--- config.mk ---
export PLATFORM = sky130hd
export DESIGN_NAME = alu_issue_queue_flat
export DESIGN_NICKNAME = d
export VERILOG_FILES = /design/src/rtl/alu_pipe_pkg.sv /design/src/rtl/alu_issue_queue_if.sv /design/src/rtl/alu_instr_fifo.sv /design/src/rtl/alu_issue_queue.sv /design/src/flat_wrapper.sv
export SDC_FILE = /design/constraint.sdc
export NUM_CORES = 1
export LEC_CHECK = 0
export CAP_MARGIN = 20
export CORE_UTILIZATION = 40
export DETAILED_ROUTE_END_ITERATION = 12
export SLEW_MARGIN = 30
export SYNTH_ARGS = -nofsm -noshare
export SYNTH_HDL_FRONTEND = slang
export SYNTH_SLANG_ARGS = --single-unit
export TNS_END_PERCENT = 100
--- constraint.sdc ---
create_clock -name clk1 -period 4.13 [get_ports clk1]
set_input_delay 0.826 -clock clk1 [delete_from_list [all_inputs] [get_ports clk1]]
set_output_delay 0.826 -clock clk1 [all_outputs]
set_load 0.01 [all_outputs]
--- src/rtl/alu_pipe_pkg.sv ---
// rtl/alu_pipe_pkg.sv - shared field widths, instruction layout and bubble defaults
package alu_pipe_pkg;

  localparam int REG_W   = 4;
  localparam int FUNC_W  = 4;
  localparam int ADDR_W  = 8;
  localparam int INSTR_W = 24;

  localparam int FUNC_LSB = 20;
  localparam int RD_LSB   = 16;
  localparam int RS1_LSB  = 12;
  localparam int RS2_LSB  = 8;
  localparam int ADDR_LSB = 0;

  localparam logic [FUNC_W-1:0] BUBBLE_FUNC_DEF = 4'hF;
  localparam logic [ADDR_W-1:0] BUBBLE_ADDR_DEF = 8'hFF;

  // Field order mirrors the packed in_instr layout, so a plain cast unpacks it.
  typedef struct packed {
    logic [FUNC_W-1:0] func;
    logic [REG_W-1:0]  rd;
    logic [REG_W-1:0]  rs1;
    logic [REG_W-1:0]  rs2;
    logic [ADDR_W-1:0] addr;
  } instr_t;

endpackage

--- src/rtl/alu_issue_queue_if.sv ---
// rtl/alu_issue_queue_if.sv - instruction intake handshake plus issue bus towards pipeline_alu
interface alu_issue_queue_if;
  import alu_pipe_pkg::*;

  logic               in_valid;
  logic               in_ready;
  logic [INSTR_W-1:0] in_instr;
  logic [REG_W-1:0]   rs1;
  logic [REG_W-1:0]   rs2;
  logic [REG_W-1:0]   rd;
  logic [FUNC_W-1:0]  func;
  logic [ADDR_W-1:0]  addr;
  logic               issue_valid;

  modport master (
    output in_valid, in_instr,
    input  in_ready, rs1, rs2, rd, func, addr, issue_valid
  );

  modport slave (
    input  in_valid, in_instr,
    output in_ready, rs1, rs2, rd, func, addr, issue_valid
  );

endinterface

--- src/rtl/alu_instr_fifo.sv ---
// rtl/alu_instr_fifo.sv - DEPTH x W FIFO with push/pop/flush and occupancy count
module alu_instr_fifo #(
  parameter int DEPTH = 4,
  parameter int W     = 24
) (
  input  logic                   clk_i,
  input  logic                   rst_ni,
  input  logic                   push_i,
  input  logic                   pop_i,
  input  logic                   flush_i,
  input  logic [W-1:0]           wdata_i,
  output logic [W-1:0]           rdata_o,
  output logic                   full_o,
  output logic                   empty_o,
  output logic [$clog2(DEPTH):0] count_o
);

  localparam int PTR_W = $clog2(DEPTH);
  localparam int CNT_W = PTR_W + 1;

  logic [W-1:0]     mem [DEPTH];
  logic [PTR_W-1:0] wr_ptr_q, wr_ptr_d;
  logic [PTR_W-1:0] rd_ptr_q, rd_ptr_d;
  logic [CNT_W-1:0] count_q, count_d;
  logic             do_push, do_pop;

  assign full_o  = (count_q == CNT_W'(DEPTH));
  assign empty_o = (count_q == '0);
  assign count_o = count_q;
  assign rdata_o = mem[rd_ptr_q];

  // Full blocks a push even when a pop frees a slot on the same edge.
  assign do_push = push_i && !full_o && !flush_i;
  assign do_pop  = pop_i && !empty_o && !flush_i;

  always_comb begin
    wr_ptr_d = wr_ptr_q;
    rd_ptr_d = rd_ptr_q;
    count_d  = count_q;
    if (flush_i) begin
      wr_ptr_d = '0;
      rd_ptr_d = '0;
      count_d  = '0;
    end else begin
      if (do_push) wr_ptr_d = wr_ptr_q + PTR_W'(1);
      if (do_pop)  rd_ptr_d = rd_ptr_q + PTR_W'(1);
      case ({do_push, do_pop})
        2'b10:   count_d = count_q + CNT_W'(1);
        2'b01:   count_d = count_q - CNT_W'(1);
        default: count_d = count_q;
      endcase
    end
  end

  always_ff @(posedge clk_i or negedge rst_ni) begin
    if (!rst_ni) begin
      wr_ptr_q <= '0;
      rd_ptr_q <= '0;
      count_q  <= '0;
    end else begin
      wr_ptr_q <= wr_ptr_d;
      rd_ptr_q <= rd_ptr_d;
      count_q  <= count_d;
    end
  end

  always_ff @(posedge clk_i) begin
    if (do_push) mem[wr_ptr_q] <= wdata_i;
  end

endmodule

--- src/rtl/alu_issue_queue.sv ---
// rtl/alu_issue_queue.sv - buffered ALU issue with RAW hazard bubbles
// Feeds pipeline_alu one instruction per clock; it has no valid input, so bubbles must be harmless.
module alu_issue_queue
  import alu_pipe_pkg::*;
#(
  parameter int                DEPTH       = 4,
  parameter int                HAZ_WINDOW  = 3,
  parameter logic [FUNC_W-1:0] BUBBLE_FUNC = BUBBLE_FUNC_DEF,
  parameter logic [ADDR_W-1:0] BUBBLE_ADDR = BUBBLE_ADDR_DEF
) (
  input  logic                   clk1,
  input  logic                   rst_n,
  input  logic                   flush,
  alu_issue_queue_if.slave       bus,
  output logic [$clog2(DEPTH):0] occupancy,
  output logic [15:0]            stall_cnt
);

  localparam instr_t BUBBLE_INSTR = '{func: BUBBLE_FUNC, rd: '0, rs1: '0, rs2: '0, addr: BUBBLE_ADDR};

  logic [INSTR_W-1:0] head_raw;
  instr_t             head;
  logic               fifo_full, fifo_empty;
  logic               push, pop, hazard, stall;

  logic [HAZ_WINDOW-1:0]            sb_v_q, sb_v_d;
  logic [HAZ_WINDOW-1:0][REG_W-1:0] sb_rd_q, sb_rd_d;

  instr_t      out_q, out_d;
  logic        issue_valid_q, issue_valid_d;
  logic [15:0] stall_cnt_q, stall_cnt_d;

  assign head         = instr_t'(head_raw);
  assign bus.in_ready = !fifo_full;
  assign push         = bus.in_valid && !fifo_full && !flush;

  always_comb begin
    hazard = 1'b0;
    for (int i = 0; i < HAZ_WINDOW; i++) begin
      // R0 is the bubble target and never carries a real dependency.
      if (sb_v_q[i] && (sb_rd_q[i] != '0) &&
          ((sb_rd_q[i] == head.rs1) || (sb_rd_q[i] == head.rs2)))
        hazard = 1'b1;
    end
  end

  assign stall = !fifo_empty && hazard && !flush;
  assign pop   = !fifo_empty && !hazard && !flush;

  alu_instr_fifo #(
    .DEPTH(DEPTH),
    .W    (INSTR_W)
  ) u_fifo (
    .clk_i  (clk1),
    .rst_ni (rst_n),
    .push_i (push),
    .pop_i  (pop),
    .flush_i(flush),
    .wdata_i(bus.in_instr),
    .rdata_o(head_raw),
    .full_o (fifo_full),
    .empty_o(fifo_empty),
    .count_o(occupancy)
  );

  always_comb begin
    out_d         = BUBBLE_INSTR;
    issue_valid_d = 1'b0;
    if (pop) begin
      out_d         = head;
      issue_valid_d = 1'b1;
    end

    // Shifts every edge; flush leaves in-flight producers in place.
    sb_v_d  = sb_v_q;
    sb_rd_d = sb_rd_q;
    for (int i = HAZ_WINDOW - 1; i > 0; i--) begin
      sb_v_d[i]  = sb_v_q[i-1];
      sb_rd_d[i] = sb_rd_q[i-1];
    end
    sb_v_d[0]  = pop;
    sb_rd_d[0] = pop ? head.rd : '0;

    stall_cnt_d = stall_cnt_q;
    if (stall && (stall_cnt_q != 16'hFFFF)) stall_cnt_d = stall_cnt_q + 16'd1;
  end

  always_ff @(posedge clk1 or negedge rst_n) begin
    if (!rst_n) begin
      out_q         <= BUBBLE_INSTR;
      issue_valid_q <= 1'b0;
      sb_v_q        <= '0;
      sb_rd_q       <= '0;
      stall_cnt_q   <= '0;
    end else begin
      out_q         <= out_d;
      issue_valid_q <= issue_valid_d;
      sb_v_q        <= sb_v_d;
      sb_rd_q       <= sb_rd_d;
      stall_cnt_q   <= stall_cnt_d;
    end
  end

  assign bus.rs1         = out_q.rs1;
  assign bus.rs2         = out_q.rs2;
  assign bus.rd          = out_q.rd;
  assign bus.func        = out_q.func;
  assign bus.addr        = out_q.addr;
  assign bus.issue_valid = issue_valid_q;
  assign stall_cnt       = stall_cnt_q;

endmodule

--- src/flat_wrapper.sv ---
// flat-port wrapper written by rule: the top's interface ports become plain ports
module alu_issue_queue_flat import alu_pipe_pkg::*;
#(
  parameter int                DEPTH       = 4,
  parameter int                HAZ_WINDOW  = 3,
  parameter logic [FUNC_W-1:0] BUBBLE_FUNC = BUBBLE_FUNC_DEF,
  parameter logic [ADDR_W-1:0] BUBBLE_ADDR = BUBBLE_ADDR_DEF
)
  (clk1, rst_n, flush, occupancy, stall_cnt, bus_in_valid, bus_in_instr, bus_in_ready, bus_rs1, bus_rs2, bus_rd, bus_func, bus_addr, bus_issue_valid);
  alu_issue_queue_if bus_i ();
  input  logic clk1;
  input  logic rst_n;
  input  logic flush;
  output logic [$clog2(DEPTH):0] occupancy;
  output logic [15:0] stall_cnt;
  input wire logic [$bits(bus_i.in_valid)-1:0] bus_in_valid;
  input wire logic [$bits(bus_i.in_instr)-1:0] bus_in_instr;
  output wire logic [$bits(bus_i.in_ready)-1:0] bus_in_ready;
  output wire logic [$bits(bus_i.rs1)-1:0] bus_rs1;
  output wire logic [$bits(bus_i.rs2)-1:0] bus_rs2;
  output wire logic [$bits(bus_i.rd)-1:0] bus_rd;
  output wire logic [$bits(bus_i.func)-1:0] bus_func;
  output wire logic [$bits(bus_i.addr)-1:0] bus_addr;
  output wire logic [$bits(bus_i.issue_valid)-1:0] bus_issue_valid;
  assign bus_i.in_valid = bus_in_valid;
  assign bus_i.in_instr = bus_in_instr;
  assign bus_in_ready = bus_i.in_ready;
  assign bus_rs1 = bus_i.rs1;
  assign bus_rs2 = bus_i.rs2;
  assign bus_rd = bus_i.rd;
  assign bus_func = bus_i.func;
  assign bus_addr = bus_i.addr;
  assign bus_issue_valid = bus_i.issue_valid;
  alu_issue_queue #(.DEPTH(DEPTH), .HAZ_WINDOW(HAZ_WINDOW), .BUBBLE_FUNC(BUBBLE_FUNC), .BUBBLE_ADDR(BUBBLE_ADDR)) u_core (.clk1(clk1), .rst_n(rst_n), .flush(flush), .bus(bus_i), .occupancy(occupancy), .stall_cnt(stall_cnt));
endmodule
==> flow_summary.toml, run 1 <==
[route]
wl_per_cell_um = 18.8
viasPerCell = 5.29
postRouteAntennaNets = 0
drt-pass1-iter-count = 4
drt_iter0_drc = 158
num_vias = 3470
drt_wl_total_um = 12400
drc = 0

[placement]
post_dp_cell_area_sq_um = 7190
dp_hpwl_um = 7980
io_buffers = 72
dp.cells = 625
gp_congestion = 0.772

[hold_path]
hold_depth = 0
min_from = "u_core.sb_v_q[1]"
hold_path.class = "register to register"
worstHoldEndpoint = "u_core.sb_v_q[2]"

[worst_setup_path]
regToRegSetupSlack_ns = 0.70
r2r_start = "u_core.u_fifo.rd_ptr_q[0]"
start_kind = "register"
required_ns = 4.44
path_class = "register to register"
r2r_end = "u_core.u_fifo.count_o[2]"
reg2reg_depth = 11
critPathCaptureType = "register"
arrival_ns = 3.74
cp_max_fo = 11

[sta]
max_freq_ghz = 0.292
worst_slew_pin_slew_ns = 0.806
tns_ns = 0
fin_skew_ns = 0.00765
slew-limit-headroom_pct = 46.3
period_needed_ns = 3.43
finalMaxSlewViolations = 0
hold_viol_final = 0
rsz0062_at_grt = "false"
fin_crit_sh_pct = 83.0
setup_violations = 0

[grt]
grtUsageTotal_pct = 16.9
gr-total-overflow = 0
grt_max_degree = 34
grt_pass1_wl_um = 20000
antenna_found_initial = 0
grt_pass1_vias = 3639

[floorplan]
die-height_um = 127
fp-row-count = 45
io_pins = 73
die_w_um = 127
placeableCoreArea_sq_um = 15200
start_util_pct = 41.1
die_area_sq_um = 16100

[synthesis]
async_flop_share_pct = 37.7
ys_seq_area_share_pct = 69.7
synth_area_leaders = "edfxtp_1, dfrtp_1, mux4_2"
synth_top_area_cell = "edfxtp_1"
synthSimpleGateAreaFrac_pct = 9.04
synth_top_area_share_pct = 46.2
synth.cell_area_sq_um = 6240
synth_fa_ha_area_share_pct = 1.32
synth_top_family_by_area = "simple AND/OR/NAND/NOR gates"
synth_most_common_cell = "edfxtp_1"
synth_edf_count = 96
synthXorXnorAreaFrac_pct = 5.89
postSynthAreaPerCell_sq_um = 16.9
muxShareOfSynthArea_pct = 9.02
synth_fp_nets = 403
ys_top_cells_by_count = "edfxtp_1, dfrtp_1, xnor2_1"
yosys_warnings = 0
post_synth_num_cell_types = 45
synth_top_flop_cell = "edfxtp_1"
synth_seq_cells = 154
syn_inst = 369
synth-compound-area-share_pct = 2.87

[power]
p_sw_mw = 1.45
leakagePower_nw = 2.84
power_density_nw_per_um2 = 653
irDropWorstVdd_mv = 0.420
seqPwrFrac_pct = 41.7
p_int_mw = 3.63
total_power_mw = 5.09
power_frac_clock_pct = 31.1
comb_power_share_pct = 27.2
p_sw_share_pct = 28.6

[cts]
tritoncts = "done"
clockBufferDepth = 2
cts_max_level = 4
ctsHoldBuffers = 0
clkTransAtPathRegs_ns = 0.06
ctsResizeCount = 0
post_cts_buffers = 0
cts_sinks = 154
clk_latency_ns = 0.42
clockRootBuffer = "clkbuf_16"
numCtsBuffers = 17

[finish]
drive_above_1_share_pct = 22.2
fin_nets = 490
fin_util_pct = 51.2
antenna_cells = 0
design_area_sq_um = 7790
area_delta_synth_final_pct = 24.8
layout.cells.non_filler = 656

[run_status]
status = "finished clean"

[flow_run]
drv_cap = 0
[worst max-delay path, cell delays in order (launching register included)]
cell	delay, ns
dfrtp_2	0.58
mux4_2	0.64
xnor2_1	0.19
nand4_1	0.18
a21oi_4	0.28
nor3_2	0.08
nand2_1	0.09
nor2_1	0.06
fa_1	0.41
or3_1	0.38
o32a_1	0.20
o211a_1	0.21
[flip-flops by register name, indices dropped and copies added, names as in the netlist]
| signal | flops |
|---|---|
| u_core.sb_rd_d | 7 |
| u_core.sb_rd_q | 4 |
| u_core.bus.rs2 | 4 |
| u_core.bus.func | 4 |
| u_core.bus.rs1 | 4 |
| u_core.u_fifo.mem | 96 |
| u_core.bus.addr | 8 |
| u_core.u_fifo.count_o | 3 |
| u_core.sb_v_q | 3 |
| u_core.bus.rd | 1 |
| u_core.u_fifo.wr_ptr_q | 2 |
| u_core.stall_cnt | 16 |
| u_core.u_fifo.rd_ptr_q | 2 |
[power by group through the flow]
stage | Clock, mW | Combinational (mW) | Sequential [mW]
floorplan | 0 | 0.898 | 2.11
CTS | 1.62 | 1.40 | 2.13
global route | 1.67 | 1.50 | 2.16
finish | 1.58 | 1.38 | 2.12
global placement | 0 | 1.38 | 2.15
detailed placement | 0 | 1.39 | 2.16
[area by class of cell]
type,instances,area (sq um)
clock buffers,22,464
clock inverters,9,138
fillers,1285,7410
inverters,6,22.5
multi-input cells,191,1760
flip-flops and latches,154,4350
well taps,188,235
repair buffers,86,821
[layer usage]
metal / GRT usage [%] / vias up / routed length (um)
li1: - / 1561 / -
met2: 27.5 / 105 / 6150
met1: 21.1 / 1785 / 5340
met5: 0 / - / 0
met3: 5.06 / 19 / 691
met4: 6.86 / 0 / 189
[worst max-delay path by stage]
| stage | startpoint | endpoint | slack, ns | cells after the start |
|---|---|---|---|---|
| final | u_core.u_fifo.rd_ptr_q[0] | u_core.u_fifo.count_o[2] | 0.70 | 11 |
| after global routing | u_core.u_fifo.rd_ptr_q[0] | u_core.u_fifo.count_o[2] | 0.49 | 11 |
| after CTS | u_core.u_fifo.rd_ptr_q[0] | u_core.u_fifo.count_o[2] | 0.69 | 11 |
| after detailed placement | u_core.u_fifo.rd_ptr_q[0] | u_core.u_fifo.count_o[2] | 0.71 | 11 |
| after global placement | u_core.u_fifo.rd_ptr_q[0] | u_core.u_fifo.count_o[2] | 0.85 | 11 |
| after floorplan | u_core.u_fifo.rd_ptr_q[0] | u_core.u_fifo.count_o[2] | 0.69 | 14 |
[cells in the final DEF (no fill, tap or decap), types with 4 or more instances in the layout]
cell type,instances
and2_1,5
and3_1,13
buf_4,14
clkbuf_16,17
clkdlybuf4s50_1,71
dfrtp_1,45
dfstp_2,12
edfxtp_1,96
ha_1,5
inv_1,6
mux4_2,24
nand2_1,18
nand3_1,5
nand4_1,8
nor2_1,15
nor3_1,4
nor3_2,4
or2_2,13
xnor2_1,30
xor2_1,12
[through the flow]
stage	setup slack, ns	hold WS [ns]
after global placement	0.854	0.400
after CTS	0.692	0.411
after floorplan	0.693	0.353
final	0.701	0.403
after global routing	0.487	0.414
after detailed placement	0.706	0.406
[cell families (layout without fill, tap and decap cells)]
family / Yosys count / count (layout)
mux: 26 / 26
compound gates: 19 / 19
xor+xnor: 42 / 42
fa+ha+maj: 6 / 6
buf+inv: 24 / 123
simple gates: 98 / 98
flops: 154 / 154
(Power assumes the default switching activity.)
==> inputs of run 2 (changes only) <==
==> constraint.sdc (replaced) <==
create_clock -name clk1 -period 2.9 [get_ports clk1]
set_input_delay 0.58 -clock clk1 [delete_from_list [all_inputs] [get_ports clk1]]
set_output_delay 0.58 -clock clk1 [all_outputs]
set_load 0.01 [all_outputs]
==> flow_summary.toml, run 2 (synthesized netlist as in run 1, its figures left out) <==
[grt]
grtUsageTotal_pct = 16.9
gr-total-overflow = 0
grt_pass1_wl_um = 19900
antenna_found_initial = 0
grt_max_degree = 59
grt_pass1_vias = 3709

[sta]
fin_skew_ns = 0.00747
setup_violations = 11
fin_ws_ns = -0.200
max_freq_ghz = 0.323
period_needed_ns = 3.10
worst_slew_pin_slew_ns = 0.907
hold_viol_final = 0
rsz0062_at_grt = "true"
finalMaxSlewViolations = 0
tns_ns = -1.00
hold_slack_ns = 0.164
fin_crit_sh_pct = 107
slew-limit-headroom_pct = 39.2

[finish]
final_cell_mix = "edfxtp_1, clkdlybuf4s50_1, dfrtp_1"
largest_reg_flops = 96
fin_util_pct = 52.5
drive_above_1_share_pct = 27.0
final_common_cell = "edfxtp_1"
largest_register = "u_core.u_fifo.mem"
area_delta_synth_final_pct = 27.9
design_area_sq_um = 7990
antenna_cells = 0
fin_nets = 502

[route]
wl_met2_um = 6120
wl_met3_um = 632
drt_iter0_drc = 190
viasPerCell = 5.11
drt_wl_total_um = 12200
postRouteAntennaNets = 0
num_vias = 3420
drc = 0
highest_layer = "met4"
drt-pass1-iter-count = 4
met1Wirelength_um = 5350
wl_per_cell_um = 18.2

[floorplan]
start_util_pct = 41.1
fp-row-count = 45
io_pins = 73
die_w_um = 127
die_area_sq_um = 16100
placeableCoreArea_sq_um = 15200
die-height_um = 127

[power]
power_frac_clock_pct = 30.8
p_sw_share_pct = 29.1
p_sw_mw = 2.16
irDropWorstVdd_mv = 0.569
p_int_mw = 5.28
comb_power_share_pct = 29.1
leakagePower_nw = 2.95
seqPwrFrac_pct = 40.1
power_density_nw_per_um2 = 932

[placement]
gp_congestion = 0.773
io_buffers = 72
dp_hpwl_um = 7870
post_dp_cell_area_sq_um = 7330

[worst_setup_path]
crit_family = "simple AND/OR/NAND/NOR gates"
cp_max_fo = 9
critical_path.max_stage_delay_ns = 0.59
critPathCaptureType = "register"
critPathSlowestCell = "mux4_2"
path_class = "register to register"
required_ns = 3.21
start_kind = "register"
worst-path-buf-inv = 1
arrival_ns = 3.41
cp_cell_sequence = "buf_12, mux4_2, xnor2_2, nand4_1, a21oi_4, nor3_4, nand2_2, nor2_2, fa_2, or3_4, o32a_1, o211a_1"
r2r_start = "u_core.u_fifo.rd_ptr_q[0]"
crit_path_start = "u_core.u_fifo.rd_ptr_q[0]"

[flow_run]
drv_cap = 0

[cts]
clockBufferDepth = 2
ctsHoldBuffers = 0
clockRootBuffer = "clkbuf_16"
clkTransAtPathRegs_ns = 0.06
cts_sinks = 154
cts_max_level = 4
numCtsBuffers = 17
clk_latency_ns = 0.42
tritoncts = "done"

[run_status]
violations = "setup timing"
status = "finished, violations left"

[hold_path]
hold_path.class = "input port to asynchronous set/reset pin"
run 2: path summary, 6_finish.rpt:
check                           slack, ns  cells past startpoint                       end
min in group clk1                    0.39                      0          u_core.sb_v_q[2]
max in group asynchronous            2.41                      2        u_core.bus.addr[7]
worst max-delay path                -0.20                     12  u_core.u_fifo.count_o[2]
worst max register to register      -0.20                     12  u_core.u_fifo.count_o[2]
worst min register to register       0.39                      0          u_core.sb_v_q[2]
worst min-delay path                 0.16                      2         u_core.bus.rs1[2]
run 2: routing by layer:
| layer | up-vias | GRT usage (%) |
|---|---|---|
| met5 | - | 0 |
| met4 | 0 | 5.11 |
| met3 | 5 | 5.82 |
| met2 | 82 | 27.9 |
| met1 | 1750 | 21.1 |
| li1 | 1583 | - |
run 2: final cells by class:
| type | instances | area (sq um) |
|---|---|---|
| inverters | 6 | 22.5 |
| clock buffers | 17 | 425 |
| multi-input cells | 191 | 1820 |
| fillers | 1267 | 7220 |
| clock inverters | 15 | 188 |
| well taps | 188 | 235 |
| repair buffers | 98 | 948 |
| flip-flops and latches | 154 | 4350 |
run 2: power by group through the flow:
stage	registers (mW)	logic, mW	clock network, mW
floorplan	3.00	1.32	0
global route	3.03	2.37	2.43
finish	2.98	2.16	2.29
CTS	2.98	2.16	2.34
detailed placement	3.02	2.15	0
global placement	3.02	2.12	0
run 2: stage by stage:
stage | total power, mW | setup WS, ns | std cells
2_1_floorplan | 4.32 | -0.351 | 369
3_3_place_gp | 5.14 | -0.0990 | 636
3_5_place_dp | 5.17 | -0.178 | 636
4_1_cts | 7.48 | -0.187 | 668
5_1_grt | 7.83 | -0.350 | 669
6_report | 7.44 | -0.200 | 669
run 2: repair_timing:
action	CTS	global route
resized for setup	0	7
pin swaps	2	3
setup endpoints to repair	11	18
buffers inserted	0	1
==> inputs of run 3 (changes only) <==
--- a/config.mk
+++ b/config.mk
@@ -8,6 +8,7 @@
 export CAP_MARGIN = 20
 export CORE_UTILIZATION = 40
 export DETAILED_ROUTE_END_ITERATION = 12
+export GPL_TIMING_DRIVEN = 0
 export SLEW_MARGIN = 30
 export SYNTH_ARGS = -nofsm -noshare
 export SYNTH_HDL_FRONTEND = slang
==> flow_summary.toml, run 3 (synthesized netlist as in run 1, its figures left out) <==
[route]
postRouteAntennaNets = 0
viasPerCell = 5.06
drt-pass1-iter-count = 4
drt_iter0_drc = 155
num_vias = 3427
drt_wl_total_um = 12200
wl_per_cell_um = 18.0
drc = 0

[placement]
gp_congestion = 0.739
post_dp_cell_area_sq_um = 7260
dp_hpwl_um = 7680
io_buffers = 70

[finish]
area_delta_synth_final_pct = 27.9
design_area_sq_um = 7980
largest_reg_flops = 96
final_common_cell = "edfxtp_1"
largest_register = "u_core.u_fifo.mem"
fill_cells = 1273
antenna_cells = 0
drive_above_1_share_pct = 27.0
fin_nets = 510
seqCellArea_sq_um = 4350
multiInputGateArea_sq_um = 1810
final_cell_mix = "edfxtp_1, clkdlybuf4s50_1, dfrtp_1"

[worst_setup_path]
required_ns = 3.21
critPathCaptureType = "register"
arrival_ns = 3.56
start_kind = "register"
path_class = "register to register"
cp_max_fo = 4
reg2reg_depth = 13

[cts]
cts_sinks = 154
numCtsBuffers = 17
clockRootBuffer = "clkbuf_16"
clk_latency_ns = 0.43
cts_max_level = 4
clkTransAtPathRegs_ns = 0.06
clockBufferDepth = 2
tritoncts = "done"

[sta]
worst_slew_pin_slew_ns = 0.870
slew-limit-headroom_pct = 42.0
hold_viol_final = 0
max_freq_ghz = 0.307
fin_skew_ns = 0.0167
finalMaxSlewViolations = 0
fin_crit_sh_pct = 112
fin_ws_ns = -0.353
period_needed_ns = 3.25
setup_violations = 13
rsz0062_at_grt = "true"

[floorplan]
start_util_pct = 41.1
fp-row-count = 45
die_w_um = 127
die-height_um = 127
placeableCoreArea_sq_um = 15200
io_pins = 73
die_area_sq_um = 16100

[flow_run]
drv_cap = 0

[grt]
grt_max_degree = 43
grt_pass1_vias = 3666
gr-total-overflow = 0
grtUsageTotal_pct = 16.9
grt_pass1_wl_um = 19900
antenna_found_initial = 0

[power]
leakagePower_nw = 2.91
total_power_mw = 7.25
power_density_nw_per_um2 = 908
irDropWorstVdd_mv = 0.498

[hold_path]
hold_path.class = "input port to asynchronous set/reset pin"

[run_status]
status = "finished, violations left"
violations = "setup timing"
[run 3: changes by cell type in the layout (fill, tap and decap cells not counted), sizes merged]
cell           before  now
clkinvlp            2    8
buf                27   30
clkinv              3    2
clkdlybuf4s50      71   69
clkbuf             17   26
bufinv              3    0
inv                13    9
[run 3: routing by layer]
layer / global-route usage, % / up-vias / part of all wire, %
li1: - / 1599 / -
met1: 21.5 / 1721 / 44
met2: 27.0 / 88 / 50
met3: 4.85 / 19 / 4.4
met4: 7.77 / 0 / 1.7
met5: 0 / - / 0
[run 3: critical path, stage by stage (launching register included)]
cell and delay (ns):
dfrtp_1 0.36, buf_8 0.14, buf_12 0.12, mux4_2 0.59, xnor2_1 0.20, nand4_1 0.17
a21oi_4 0.25, nor3_4 0.07, nand2_2 0.12, nor2_4 0.05, fa_2 0.36, or3_4 0.35
o32a_1 0.17, o211a_1 0.21
[run 3: cell type report]
| class | count | area share (%) |
|---|---|---|
| Tap cell | 188 | 2.95 |
| Buffer | 17 | 1.69 |
| Clock buffer | 19 | 5.42 |
| Clock inverter | 13 | 1.21 |
| Inverter | 6 | 0.282 |
| Multi-Input combinational cell | 191 | 22.7 |
| Timing Repair Buffer | 89 | 11.3 |
| Sequential cell | 154 | 54.5 |
[run 3: stage by stage]
stage	hold WS [ns]	worst slack, ns	util, %	TNS [ns]	std cells
6_report	0.0451	-0.353	52.5	-1.02	677
3_5_place_dp	0.376	-0.813	47.7	-1.49	629
4_1_cts	0.0274	-0.403	52.4	-2.11	678
5_1_grt	0.0421	-0.451	52.5	-3.21	677
2_1_floorplan	0.284	-0.351	-	-0.524	369
3_3_place_gp	0.377	-0.835	47.4	-40.99	627
[run 3: path summary, 6_finish.rpt]
check	from	endpoint	slack [ns]
worst min register to register	u_core.sb_v_q[1]	u_core.sb_v_q[2]	0.41
min in group clk1	u_core.sb_v_q[1]	u_core.sb_v_q[2]	0.41
worst max register to register	u_core.u_fifo.rd_ptr_q[0]	u_core.u_fifo.count_o[2]	-0.35
worst min-delay path	rst_n	u_core.sb_rd_d[10]	0.05
worst max-delay path	u_core.u_fifo.rd_ptr_q[0]	u_core.u_fifo.count_o[2]	-0.35
max in group asynchronous	rst_n	u_core.bus.func[1]	2.30
[run 3: power breakdown]
group,internal [mW],switching [mW],total (mW)
Clock,1.09,0.880,1.97
Combinational,1.27,1.06,2.34
Sequential,2.71,0.223,2.94
[run 3: repair_timing]
action / in CTS / in global routing
endpoints found under the setup margin: 13 / 30
setup buffers: 17 / 4
resized for setup: 8 / 5
hold endpoints to repair: 0 / 0
hold buffers: 0 / 0
pin swaps: 10 / 8
gates cloned: 0 / 0
